[src/rtl/io_bus_arbiter.sv]
// io_bus_arbiter: shares the on-board I/O bus between the CPU (port 0) and a secondary master (port 1).
// Accesses are serialised one at a time through IDLE -> ACCESS -> ACK with round-robin or port-0 priority.
module io_bus_arbiter #(
    parameter bit FIXED_PRIORITY = 1'b0
) (
    input  logic        clk,
    input  logic        reset_n,
    input  logic        m0_req,
    input  logic        m0_we,
    input  logic [7:0]  m0_addr,
    input  logic [15:0] m0_wdata,
    output logic [15:0] m0_rdata,
    output logic        m0_ack,
    input  logic        m1_req,
    input  logic        m1_we,
    input  logic [7:0]  m1_addr,
    input  logic [15:0] m1_wdata,
    output logic [15:0] m1_rdata,
    output logic        m1_ack,
    output logic [7:0]  io_addr,
    output logic [15:0] io_wdata,
    output logic        io_we,
    input  logic [15:0] io_rdata,
    output logic        busy
);

    typedef enum logic [1:0] {
        ST_IDLE   = 2'd0,
        ST_ACCESS = 2'd1,
        ST_ACK    = 2'd2
    } state_t;

    state_t state_r;
    logic   grant_r;
    logic   last_grant_r;
    logic   grant_s;
    logic   any_req_s;

    // Grant choice for the IDLE cycle; a tie goes to port 0 or to the port not served last.
    always_comb begin
        grant_s   = 1'b0;
        any_req_s = m0_req | m1_req;
        if (m0_req && m1_req) begin
            if (FIXED_PRIORITY) begin
                grant_s = 1'b0;
            end else begin
                grant_s = ~last_grant_r;
            end
        end else if (m1_req) begin
            grant_s = 1'b1;
        end else begin
            grant_s = 1'b0;
        end
    end

    // Access sequencer: launches the bus cycle, captures read data and pulses the winner's ack.
    always_ff @(posedge clk or negedge reset_n) begin
        if (!reset_n) begin
            state_r      <= ST_IDLE;
            grant_r      <= 1'b0;
            last_grant_r <= 1'b1;
            io_addr      <= 8'h00;
            io_wdata     <= 16'h0000;
            io_we        <= 1'b0;
            m0_rdata     <= 16'h0000;
            m1_rdata     <= 16'h0000;
            m0_ack       <= 1'b0;
            m1_ack       <= 1'b0;
        end else begin
            case (state_r)
                ST_IDLE: begin
                    m0_ack <= 1'b0;
                    m1_ack <= 1'b0;
                    if (any_req_s) begin
                        grant_r  <= grant_s;
                        io_addr  <= grant_s ? m1_addr  : m0_addr;
                        io_wdata <= grant_s ? m1_wdata : m0_wdata;
                        io_we    <= grant_s ? m1_we    : m0_we;
                        state_r  <= ST_ACCESS;
                    end else begin
                        state_r  <= ST_IDLE;
                    end
                end
                ST_ACCESS: begin
                    // io_we still reflects the access type here, so it doubles as the read/write flag.
                    if (!io_we) begin
                        if (grant_r) begin
                            m1_rdata <= io_rdata;
                        end else begin
                            m0_rdata <= io_rdata;
                        end
                    end
                    io_we   <= 1'b0;
                    m0_ack  <= ~grant_r;
                    m1_ack  <= grant_r;
                    state_r <= ST_ACK;
                end
                ST_ACK: begin
                    m0_ack       <= 1'b0;
                    m1_ack       <= 1'b0;
                    last_grant_r <= grant_r;
                    state_r      <= ST_IDLE;
                end
                default: begin
                    io_we   <= 1'b0;
                    m0_ack  <= 1'b0;
                    m1_ack  <= 1'b0;
                    state_r <= ST_IDLE;
                end
            endcase
        end
    end

    assign busy = (state_r != ST_IDLE);

endmodule

[config.mk]
export PLATFORM = sky130hd
export DESIGN_NAME = io_bus_arbiter
export DESIGN_NICKNAME = d
export VERILOG_FILES = /design/src/rtl/io_bus_arbiter.sv
export SDC_FILE = /design/constraint.sdc
export NUM_CORES = 1
export LEC_CHECK = 0
export BUFFER_PORTS_ARGS = -buffer_cell sky130_fd_sc_hd__clkbuf_2
export CAP_MARGIN = 20
export CORE_UTILIZATION = 47
export DETAILED_ROUTE_END_ITERATION = 12
export PLACE_DENSITY = 0.82
export RECOVER_POWER = 50
export SETUP_SLACK_MARGIN = 0.4
export SLEW_MARGIN = 20
export SYNTH_ARGS = -nofsm -noshare
export SYNTH_HDL_FRONTEND = slang
export SYNTH_SLANG_ARGS = --single-unit
[constraint.sdc]
create_clock -name clk -period 2.07 [get_ports clk]
set_input_delay 0.414 -clock clk [delete_from_list [all_inputs] [get_ports clk]]
set_output_delay 0.414 -clock clk [all_outputs]
set_load 0.01 [all_outputs]
After elaboration in Yosys (flattened, before gate mapping):

Cells that the tools add are included.

* reduce and logical (&&, ||, !) cells: 7
* bitwise operators: 5
* eq/ne operators: 3
* muxes and demuxes: 11

Operators by type and width (number)
* $mux W16: 1
* $mux W8: 1
* $mux W1: 7
* $reduce_and A3 Y1: 2
* $not A1 Y1: 4
* $pmux W2 S2: 1
* $reduce_and A2 Y1: 2
* $eq A2 B1 Y1 const B: 1
* $eq A2 B2 Y1 const B: 1
* $logic_not A2 Y1: 1
* $ne A2 B2 Y1 const B: 1
* $pmux W1 S2: 1
* $reduce_bool A2 Y1: 1
* $logic_and A1 B1 Y1: 1
* $or A1 B1 Y1: 1

* logic and storage cells: 36
* output and inout port bits: 60
* bits of input ports: 70
* flip-flop bits (word level): 63

Logic depth before layout (Yosys ltp):

* depth after elaboration: 5
* mapped depth: 5
* depth with buffers taken out: 3

Worst setup path after synthesis:

Ideal clock, no wire load.

* kind: flip-flop to flip-flop
* start point: register state_r[0]
* end point: register io_addr[0]
* required time: 1.945 ns
* buffers on the path: 2
* cell stages (with the launch flop): 6
* period minus slack after synthesis: 1.589 ns
* path slack: 0.481 ns
* library setup time: 0.125 ns
* arrival time: 1.464 ns
* cell sequence: dfrtp_1 -> or2_1 -> buf_2 -> nor2_8 -> clkbuf_8 -> mux2_4

* cells in the longest elaborated chain, start to end: 2

Ends and longest elaborated chain
* from (decl): line 33 `state_t state_r;`
* from (signal assigned): line 59 `state_r <= ST_IDLE;`
* from (signal assigned): line 79 `state_r <= ST_ACCESS;`
* from (signal assigned): line 81 `state_r <= ST_IDLE;`
* $logic_not A2 Y1: line 70 `case (state_r)`
* $reduce_and A2 Y1 (no source line)
* to (signal assigned): line 76 `io_addr <= grant_s ? m1_addr : m0_addr;`
* to (decl): line 20 `output logic [7:0] io_addr,`

Every way passes these cells.
A chain may end at the register's enable or synchronous reset.

Worst setup path after layout:

* start point: register last_grant_r
* end point: register io_wdata[15]

* cells in the longest elaborated chain, start to end: 3

Ends and longest elaborated chain
* from (decl): line 35 `logic last_grant_r;`
* from (signal assigned): line 101 `last_grant_r <= grant_r;`
* $not A1 Y1: line 47 `grant_s = ~last_grant_r;`
* $mux W1: line 43 `if (m0_req && m1_req) begin`
* $mux W16: line 77 `io_wdata <= grant_s ? m1_wdata : m0_wdata;`
* to (signal assigned): line 77
* to (decl): line 21 `output logic [15:0] io_wdata,`

Every way passes these cells.

==> reports/metrics.yaml <==
status:
  outcome: "completed"
worst_setup_path:
  cp_top_family: "multiplexers"
  cp_common_cell: "mux2_2"
  r2r_cells: 4
  crit_type: "reg -> reg"
  crit_chain: "a21bo_1 > buf_8 > mux2_2 > mux2_2"
  crit_cells: 4
  crit_path_top_delay_cell: "dfstp_2"
  endpoint_kind: "register"
  required_ns: 2.29
  slowest_delay_ns: 0.54
  crit_fanout: 15
  cp-start-kind: "register"
  arrival_ns: 1.83
  worst-path-buf-inv: 1
pwr:
  intPower_mw: 3.81
  pwr-share-clk: 0.179
  pwr-share-seq: 0.388
  power.total_mw: 5.73
  p_leak_nw: 1.89
  swShare: 0.335
  netSwitchingPower_mw: 1.92
  irDropWorstVdd_mv: 0.706
  power.density_cell_area_nw_per_um2: 1530
  comb_power_share: 0.433
detailed_routing:
  routed_via_density: 4.80
  first_pass_iters: 3
  vias: 1875
  wirelength_um: 5720
  wire_per_inst_um: 14.6
  drc_errors: 0
  ant_nets: 0
  initialDrtViolationCount: 66
global_route:
  grt-ovfl-total: 0
  grt_max_degree: 64
  antenna_found_initial: 0
  grt_pass1_vias: 1878
  grt_pass1_wl_um: 8950
  track_usage: 0.191
floorplan:
  die_w_um: 80.0
  dieHeight_um: 80.0
  rows: 28
  core_area_sq_um: 5890
  start_util: 0.486
  die_area_sq_um: 6400
  io_pins: 130
synth:
  syn_nets: 240
  synth_area_leader_cell: "dfrtp_1"
  synth-edff-count: 0
  syn_inst: 170
  syn-cell-area_sq_um: 2860
  synth.most_common_cell: "dfrtp_1"
  synthArstFlopShare: 1.00
  synth_top_area_share: 0.543
  ys_types: 20
  synth_flop_cell: "dfrtp_1"
  yosysSeqAreaShare: 0.552
  ys_top_cells_by_count: "dfrtp_1, mux2_2, mux2_4"
  ys_warn_count: 0
  synth_area_leaders: "dfrtp_1, mux2_4, mux2_2, buf_6, buf_12"
  syn_area_per_cell_sq_um: 16.8
  ys_seq_elements: 63
timing:
  worst_slack_ns: 0.459
  skew_ns: 0.00525
  finalSetupViolCount: 0
  hold_violations: 0
  tightest_slew_ns: 0.700
  finalSetupTns_ns: 0
  maxSlewHeadroom: 0.532
  period_share: 0.778
  drv_slew: 0
  rsz0062_at_grt: "true"
  fin_crit_ns: 1.61
  timing.fmax_mhz: 621
clock_network:
  cts_sinks: 63
  htreeDepth: 3
  cts-root-buf: "clkbuf_8"
  cts_tree: "done"
  numCtsBuffers: 9
  clock_path_buffers: 2
  clk_latency_ns: 0.33
  cts_hold_buf: 0
  path_clk_slew_ns: 0.07
min_path:
  holdCritPathClass: "in -> async"
final_layout:
  syn_to_final_growth_pct: 30.9
  drive_gt1_frac: 0.671
  diodes: 0
  fin_cells: 391
  nets: 381
placement:
  dp_hpwl_um: 4150
  place_inst: 371
  port_buffers: 129
  gp_congestion: 0.709
  place_ws_ns: 0.247
flow_run:
  maxCapViolCount: 0
[power groups by stage]
stage	clock network (mW)	logic, mW	registers (mW)
after floorplan	0	1.40	2.49
after global placement	0	2.44	2.21
after detailed placement	0	2.52	2.24
after CTS	1.06	2.58	2.24
after global routing	1.11	2.67	2.31
final	1.03	2.48	2.22
[cell type report]
type	instances	area, sq um
Clock inverter	4	45.0
Tap cell	75	93.8
Timing Repair Buffer	137	694
Fill cell	480	2140
Inverter	3	11.3
Multi-Input combinational cell	97	1170
Sequential cell	63	1580
Clock buffer	12	145
[per-layer routing]
layer / GRT usage / share of wire / up-vias
li1: - / - / 888
met5: 0 / 0 / -
met2: 0.310 / 0.50 / 83
met4: 0.105 / 0.015 / 0
met3: 0.0503 / 0.068 / 6
met1: 0.230 / 0.42 / 898
[state kept, by name (all words and copies together) (netlist names)]
| name | count |
|---|---|
| state_r | 2 |
| m1_ack | 1 |
| m0_rdata | 16 |
| m1_rdata | 16 |
| io_we | 1 |
| last_grant_r | 1 |
| m0_ack | 1 |
| io_addr | 8 |
| io_wdata | 16 |
| grant_r | 1 |
[metrics by stage]
step | utilization | hold slack, ns | instance area, sq um
6_report | 0.636 | 0.127 | 3740
5_1_grt | 0.636 | 0.139 | 3740
4_1_cts | 0.641 | 0.0925 | 3770
3_5_place_dp | 0.602 | 0.461 | 3540
3_3_place_gp | 0.602 | 0.454 | 3540
2_1_floorplan | - | 0.118 | 2860
[path summary, 6_finish.rpt]
| check | startpoint | end | slack, ns |
|---|---|---|---|
| max reg2reg | last_grant_r$_DFFE_PN1N_ | io_wdata[15]$_DFFE_PN0P_ | 0.46 |
| max | last_grant_r$_DFFE_PN1N_ | io_wdata[15]$_DFFE_PN0P_ | 0.46 |
| max in group asynchronous | reset_n | last_grant_r$_DFFE_PN1N_ | 1.63 |
| min | reset_n | m1_rdata[4]$_DFFE_PN0P_ | 0.13 |
| min in group clk | io_rdata[6] | m1_rdata[6]$_DFFE_PN0P_ | 0.33 |
| min reg2reg | state_r[0]$_DFF_PN0_ | last_grant_r$_DFFE_PN1N_ | 0.47 |
[layout by cell type (no fill, tap or decap), types with 2 or more instances in the layout]
| cell | instances |
|---|---|
| nor2_1 | 3 |
| clkbuf_2 | 104 |
| clkbuf_1 | 28 |
| inv_1 | 3 |
| mux2_2 | 44 |
| buf_4 | 4 |
| o21ai_0 | 2 |
| clkinv_2 | 3 |
| nor3_2 | 2 |
| dfrtp_1 | 61 |
| clkbuf_8 | 10 |
| o31ai_1 | 2 |
| mux2_4 | 36 |
[kinds of logic (layout without fill, tap and decap cells)]
group / after synthesis / count (layout) / share of synthesized area
buf+inv: 11 / 156 / 0.0403
flops: 63 / 63 / 0.552
simple gates: 9 / 10 / 0.0276
mux: 81 / 81 / 0.366
compound gates: 6 / 6 / 0.0144
[repair_timing]
item | in CTS | in global routing
buffers inserted | 3 | 0
pin swaps | 3 | 0
resized for setup | 2 | 3
gates cloned | 1 | 0
endpoints found under the setup margin | 25 | 12
Note: power is estimated with default switching activity, not from simulation.
